`src/rtl/match_hist_sequencer.sv`:
```
// Memory-port sequencer: loads a 4-bit pattern, scans a byte range counting
// nibble-window matches per byte, then writes the 1..5-match histogram back.
module match_hist_sequencer #(
    parameter logic [7:0]  PAT_ADDR  = 8'd9,
    parameter logic [7:0]  HIST_ADDR = 8'd10,
    parameter logic [7:0]  SCAN_BASE = 8'd32,
    parameter int unsigned NUM_BYTES = 64
) (
    input  logic       CLK,
    input  logic       Reset,
    input  logic       Start,
    input  logic [7:0] MemRdData,
    output logic [7:0] MemAddr,
    output logic       MemWrEn,
    output logic [7:0] MemWrData,
    output logic       Busy,
    output logic       Done
);

    localparam logic [2:0] ST_IDLE  = 3'd0;
    localparam logic [2:0] ST_LOAD  = 3'd1;
    localparam logic [2:0] ST_SCAN  = 3'd2;
    localparam logic [2:0] ST_WRITE = 3'd3;
    localparam logic [2:0] ST_DONE  = 3'd4;

    localparam logic [7:0] LAST_IDX = 8'(NUM_BYTES - 1);

    logic [2:0] state_q, state_d;
    logic [3:0] pat_q, pat_d;
    logic [7:0] idx_q, idx_d;
    logic [2:0] wIdx_q, wIdx_d;
    logic       done_q, done_d;
    logic [7:0] bin_q [1:5];
    logic [7:0] bin_d [1:5];
    logic [3:0] win [5];
    logic [2:0] matchCnt;

    assign win[0] = MemRdData[7:4];
    assign win[1] = MemRdData[6:3];
    assign win[2] = MemRdData[5:2];
    assign win[3] = MemRdData[4:1];
    assign win[4] = MemRdData[3:0];

    always_comb begin
        matchCnt = 3'd0;
        for (int k = 0; k < 5; k++) begin
            if (win[k] == pat_q) begin
                matchCnt = matchCnt + 3'd1;
            end
        end
    end

    // Done comes up one cycle after entering DONE, and DONE is only left
    // once Done has been shown, so a short Start pulse always sees it.
    always_comb begin
        state_d = state_q;
        pat_d   = pat_q;
        idx_d   = idx_q;
        wIdx_d  = wIdx_q;
        done_d  = 1'b0;
        for (int b = 1; b <= 5; b++) begin
            bin_d[b] = bin_q[b];
        end
        case (state_q)
            ST_IDLE: begin
                if (Start) begin
                    state_d = ST_LOAD;
                    idx_d   = 8'd0;
                    wIdx_d  = 3'd0;
                    for (int b = 1; b <= 5; b++) begin
                        bin_d[b] = 8'd0;
                    end
                end
            end
            ST_LOAD: begin
                pat_d   = MemRdData[3:0];
                state_d = ST_SCAN;
            end
            ST_SCAN: begin
                for (int b = 1; b <= 5; b++) begin
                    if (matchCnt == 3'(b) && bin_q[b] != 8'hFF) begin
                        bin_d[b] = bin_q[b] + 8'd1;
                    end
                end
                idx_d = idx_q + 8'd1;
                if (idx_q == LAST_IDX) begin
                    state_d = ST_WRITE;
                    wIdx_d  = 3'd0;
                end
            end
            ST_WRITE: begin
                wIdx_d = wIdx_q + 3'd1;
                if (wIdx_q == 3'd4) begin
                    state_d = ST_DONE;
                end
            end
            ST_DONE: begin
                if (done_q && !Start) begin
                    state_d = ST_IDLE;
                end else begin
                    done_d = 1'b1;
                end
            end
            default: state_d = ST_IDLE;
        endcase
    end

    always_comb begin
        MemAddr   = 8'd0;
        MemWrEn   = 1'b0;
        MemWrData = 8'd0;
        Busy      = 1'b0;
        case (state_q)
            ST_LOAD: begin
                MemAddr = PAT_ADDR;
                Busy    = 1'b1;
            end
            ST_SCAN: begin
                MemAddr = SCAN_BASE + idx_q;
                Busy    = 1'b1;
            end
            ST_WRITE: begin
                MemAddr = HIST_ADDR + {5'd0, wIdx_q};
                MemWrEn = 1'b1;
                Busy    = 1'b1;
                for (int b = 1; b <= 5; b++) begin
                    if (wIdx_q == 3'(b - 1)) begin
                        MemWrData = bin_q[b];
                    end
                end
            end
            default: ;
        endcase
    end

    assign Done = done_q;

    always_ff @(posedge CLK) begin
        if (Reset) begin
            state_q <= ST_IDLE;
            pat_q   <= 4'd0;
            idx_q   <= 8'd0;
            wIdx_q  <= 3'd0;
            done_q  <= 1'b0;
            for (int b = 1; b <= 5; b++) begin
                bin_q[b] <= 8'd0;
            end
        end else begin
            state_q <= state_d;
            pat_q   <= pat_d;
            idx_q   <= idx_d;
            wIdx_q  <= wIdx_d;
            done_q  <= done_d;
            for (int b = 1; b <= 5; b++) begin
                bin_q[b] <= bin_d[b];
            end
        end
    end

endmodule

```
`config.mk`:
```
export PLATFORM = sky130hd
export DESIGN_NAME = match_hist_sequencer
export DESIGN_NICKNAME = d
export VERILOG_FILES = /design/src/rtl/match_hist_sequencer.sv
export SDC_FILE = /design/constraint.sdc
export NUM_CORES = 1
export LEC_CHECK = 0
export BUFFER_PORTS_ARGS = -buffer_cell sky130_fd_sc_hd__buf_4
export CAP_MARGIN = 10
export CORE_MARGIN = 10
export CORE_UTILIZATION = 35
export DETAILED_ROUTE_END_ITERATION = 7
export PLACE_DENSITY_LB_ADDON = 0.1
export SLEW_MARGIN = 15
export SYNTH_ARGS = -nofsm -noshare
export SYNTH_HDL_FRONTEND = slang
export SYNTH_SLANG_ARGS = --single-unit
```
`constraint.sdc`:
```
create_clock -name CLK -period 13.6 [get_ports CLK]
set_clock_uncertainty 0.1 [all_clocks]
set_input_delay 2.72 -clock CLK [delete_from_list [all_inputs] [get_ports CLK]]
set_output_delay 2.72 -clock CLK [all_outputs]
set_load 0.01 [all_outputs]
```
==> run summary <==
status -> complete, no violations
synthesized area -> 0.003953 mm²
Port Buffers -> 29
Synth Flop Type -> dfxtp_1
Tmin final -> 6.389 ns
reg2reg path depth -> 15
FF-to-FF Start -> pat_q[3]
Die Ht -> 126.3 µm
Core Rows -> 38
Comb pwr share -> 15.3%
Initial Utilization -> 36.14%
RSZ-0062 raised after global routing -> false
flop-to-flop setup slack -> 9.24 ns
nets -> 536
Iter 0 DRT Violations -> 286
final hold vios -> 0
gr usage total -> 12.87%
TritonCTS Buffers -> 9
flops & latches, synth -> 59
YS warnings -> 0
GP Congestion -> 0.7853
Fmax -> 0.1565 GHz
min-delay src -> bin_q[0][41]
Die Area -> 0.01594 mm²
Clk Latency, worst-skew pair -> 0.33 ns
layout cells sized above 1 -> 12.11%
area grow syn2layout -> 13.23%
post-layout util -> 40.93%
max-cap viol count -> 0
remaining antenna violation count -> 0
Residual DRC -> 0
crit path max fanout -> 13
Bufs on Longest Clock Path -> 2
routed via count -> 3557
LEAKAGE -> 1.684 nW
clock root buffer -> clkbuf_16
CP Class -> in -> reg
Switching Fraction -> 26.75%
initial antenna violation count -> 0
FF-to-FF End -> bin_q[0][15]
DP Area -> 0.004180 mm²
TritonCTS clock tree -> done
grt ovf -> 0
Worst-path clk slew -> 0.05 ns
Mapped Cells -> 497
antenna cells -> 0
Via density -> 5.456
Rel. slew slack -> 39.85%
Synth cell types -> 60
Post-Syn Nets -> 525
Post-CTS Hold Fix Bufs -> 0
Worst Max-Slew Pin Slew -> 0.8981 ns
Post-Route WL -> 10440 µm
fin cells -> 652
Placed Instances -> 637
pin count of the biggest net entering global routing -> 43
sw power -> 0.0001286 W
drt wl/cell -> 16.01 µm
Hold Path Class -> reg -> reg
Cell Pwr Density -> 107.4 mW/mm²
Die X -> 126.3 µm
cell-internal power -> 0.0003521 W
number of H-tree levels -> 3
Crit path arrival time -> 6.54 ns
Post-CTS Setup Inserts -> 0
dpl hpwl -> 7487 µm
# fillers -> 1140
DR pass1 iterations -> 6
post-CTS sizing -> 0
final-report setup violation count -> 0
Slew Viols, Final -> 0
Critical Path RT -> 13.75 ns
Sink Count -> 59
clock share of power -> 47.2%
Post-synth ARST share -> 0%
peak supply drop -> 0.07320 mV
core box area -> 0.01094 mm²
post-synthesis sequential area ratio -> 29.88%
top-level I/O count -> 30
number of synthesized flops with an enable pin -> 0
Worst Hold Path EP -> bin_q[0][41]
hold_ws -> 0.3951 ns
Sequential Power Share -> 37.5%
WHS Path Cells -> 2
Worst setup SP type -> primary input
period utilization -> 46.98%
Sum Neg Setup Slack -> 0 ns
Worst Setup End Kind -> flop
Mean Syn Cell Area -> 7.953 µm²
vias in the first global route -> 3354
first-pass GRT wire length -> 17130 µm
Final Cell Area -> 0.004476 mm²
-- kinds of logic (layout without fill, tap and decap cells) --
group	count (synthesis)	after routing	synth area share, %
AO/OA/AOI/OAI	126	126	20.61
XOR/XNOR	34	34	8.705
adder cells (fa/ha/maj)	17	17	5.381
buffers and inverters	43	58	5.729
flip-flops	59	59	29.88
multiplexers	7	7	1.804
AND/OR/NAND/NOR	211	211	27.89
-- worst max-delay path, stage by stage --
cell and delay (ns):
buf_4 0.14, xnor2_1 0.23, and4_1 0.48, a21oi_1 0.22, ha_1 0.34, and2_1 0.15
or2_2 0.30, ha_1 0.22, nand2_1 0.07, xnor3_1 0.26, a31oi_1 0.30, a31oi_1 0.37
or4_1 0.60, a21oi_1 0.14
-- cells in the mapped netlist, types with 6 or more instances --
| cell | number | area share, % |
|---|---|---|
| buf_6 | 7 | 2.0 |
| nor2_1 | 64 | 6.1 |
| xor2_1 | 12 | 2.7 |
| a31oi_1 | 6 | 0.95 |
| nor3_1 | 17 | 2.2 |
| clkbuf_1 | 14 | 1.3 |
| a21oi_1 | 50 | 6.3 |
| ha_1 | 17 | 5.4 |
| mux2i_1 | 6 | 1.5 |
| and3_1 | 16 | 2.5 |
| or3_1 | 12 | 1.9 |
| xnor2_1 | 19 | 4.2 |
| a222oi_1 | 8 | 2.0 |
| a211oi_1 | 14 | 2.7 |
| nand3_1 | 23 | 2.9 |
| nand2_1 | 34 | 3.2 |
| dfxtp_1 | 59 | 30 |
| inv_1 | 11 | 1.0 |
| o21ai_0 | 24 | 3.0 |
-- registers in the layout, summed over array words and instances, names as in the netlist --
signal,flops
Done,1
wIdx_q,3
state_q,3
pat_q,4
bin_q,40
idx_q,8
-- metrics by stage --
stage	setup WS, ns	power [W]
finish	7.211	0.0004807
global route	6.963	0.0005025
CTS	7.248	0.0004860
detailed placement	6.948	0.0002577
global placement	7.039	0.0002571
floorplan	7.426	0.0002402
-- cell usage in the layout, fill, tap and decap left out, drive strengths merged, types with 3 or more instances in the layout --
cell / Yosys / layout
nor2: 64 / 64
dfxtp: 59 / 59
a21oi: 51 / 51
nand2: 34 / 34
buf: 16 / 30
o21ai: 24 / 24
nand3: 23 / 23
xnor2: 20 / 20
ha: 17 / 17
nor3: 17 / 17
and3: 16 / 16
a211oi: 14 / 14
clkbuf: 14 / 13
xor2: 12 / 12
or3: 12 / 12
inv: 12 / 12
a222oi: 8 / 8
a31oi: 7 / 7
mux2i: 6 / 6
or2: 5 / 5
nand4: 5 / 5
nor3b: 5 / 5
nor2b: 5 / 5
or4b: 5 / 5
nand3b: 5 / 5
or3b: 3 / 3
o211ai: 3 / 3
or4: 3 / 3
-- area by class of cell --
cell class | count | area, µm² | area share, %
clock buffer | 13 | 260.3 | 5.815
clock inverter | 2 | 35.03 | 0.7828
inverter | 13 | 48.80 | 1.090
multi-input combinational | 395 | 2550 | 56.98
sequential | 59 | 1181 | 26.39
tap | 140 | 175.2 | 3.914
timing repair buffer | 30 | 225.2 | 5.032
-- power groups by stage --
stage	Clock [W]	Sequential, W	Combinational (W)
after floorplan	0	0.000180	0.0000599
after detailed placement	0	0.000184	0.0000738
after global routing	0.000240	0.000181	0.0000816
after global placement	0	0.000184	0.0000732
final	0.000227	0.000180	0.0000735
after CTS	0.000231	0.000180	0.0000744
-- how the worst max path moves through the flow --
stage	from	to	slack (ns)	depth (start not counted)
floorplan	MemRdData[4]	bin_q[0][10]	7.43	17
global placement	MemRdData[3]	bin_q[0][15]	7.04	16
detailed placement	MemRdData[3]	bin_q[0][15]	6.95	14
CTS	MemRdData[3]	bin_q[0][15]	7.25	14
global route	MemRdData[5]	bin_q[0][15]	6.96	17
finish	MemRdData[3]	bin_q[0][15]	7.21	14
-- per-layer routing --
metal	up-vias	track usage [%]	share of wire, %
li1	1826	-	-
met1	1656	16.47	48
met2	66	21.07	47
met3	9	2.894	3.7
met4	0	3.751	1.2
met5	-	0	0
Power figures use the tool's default switching activity.
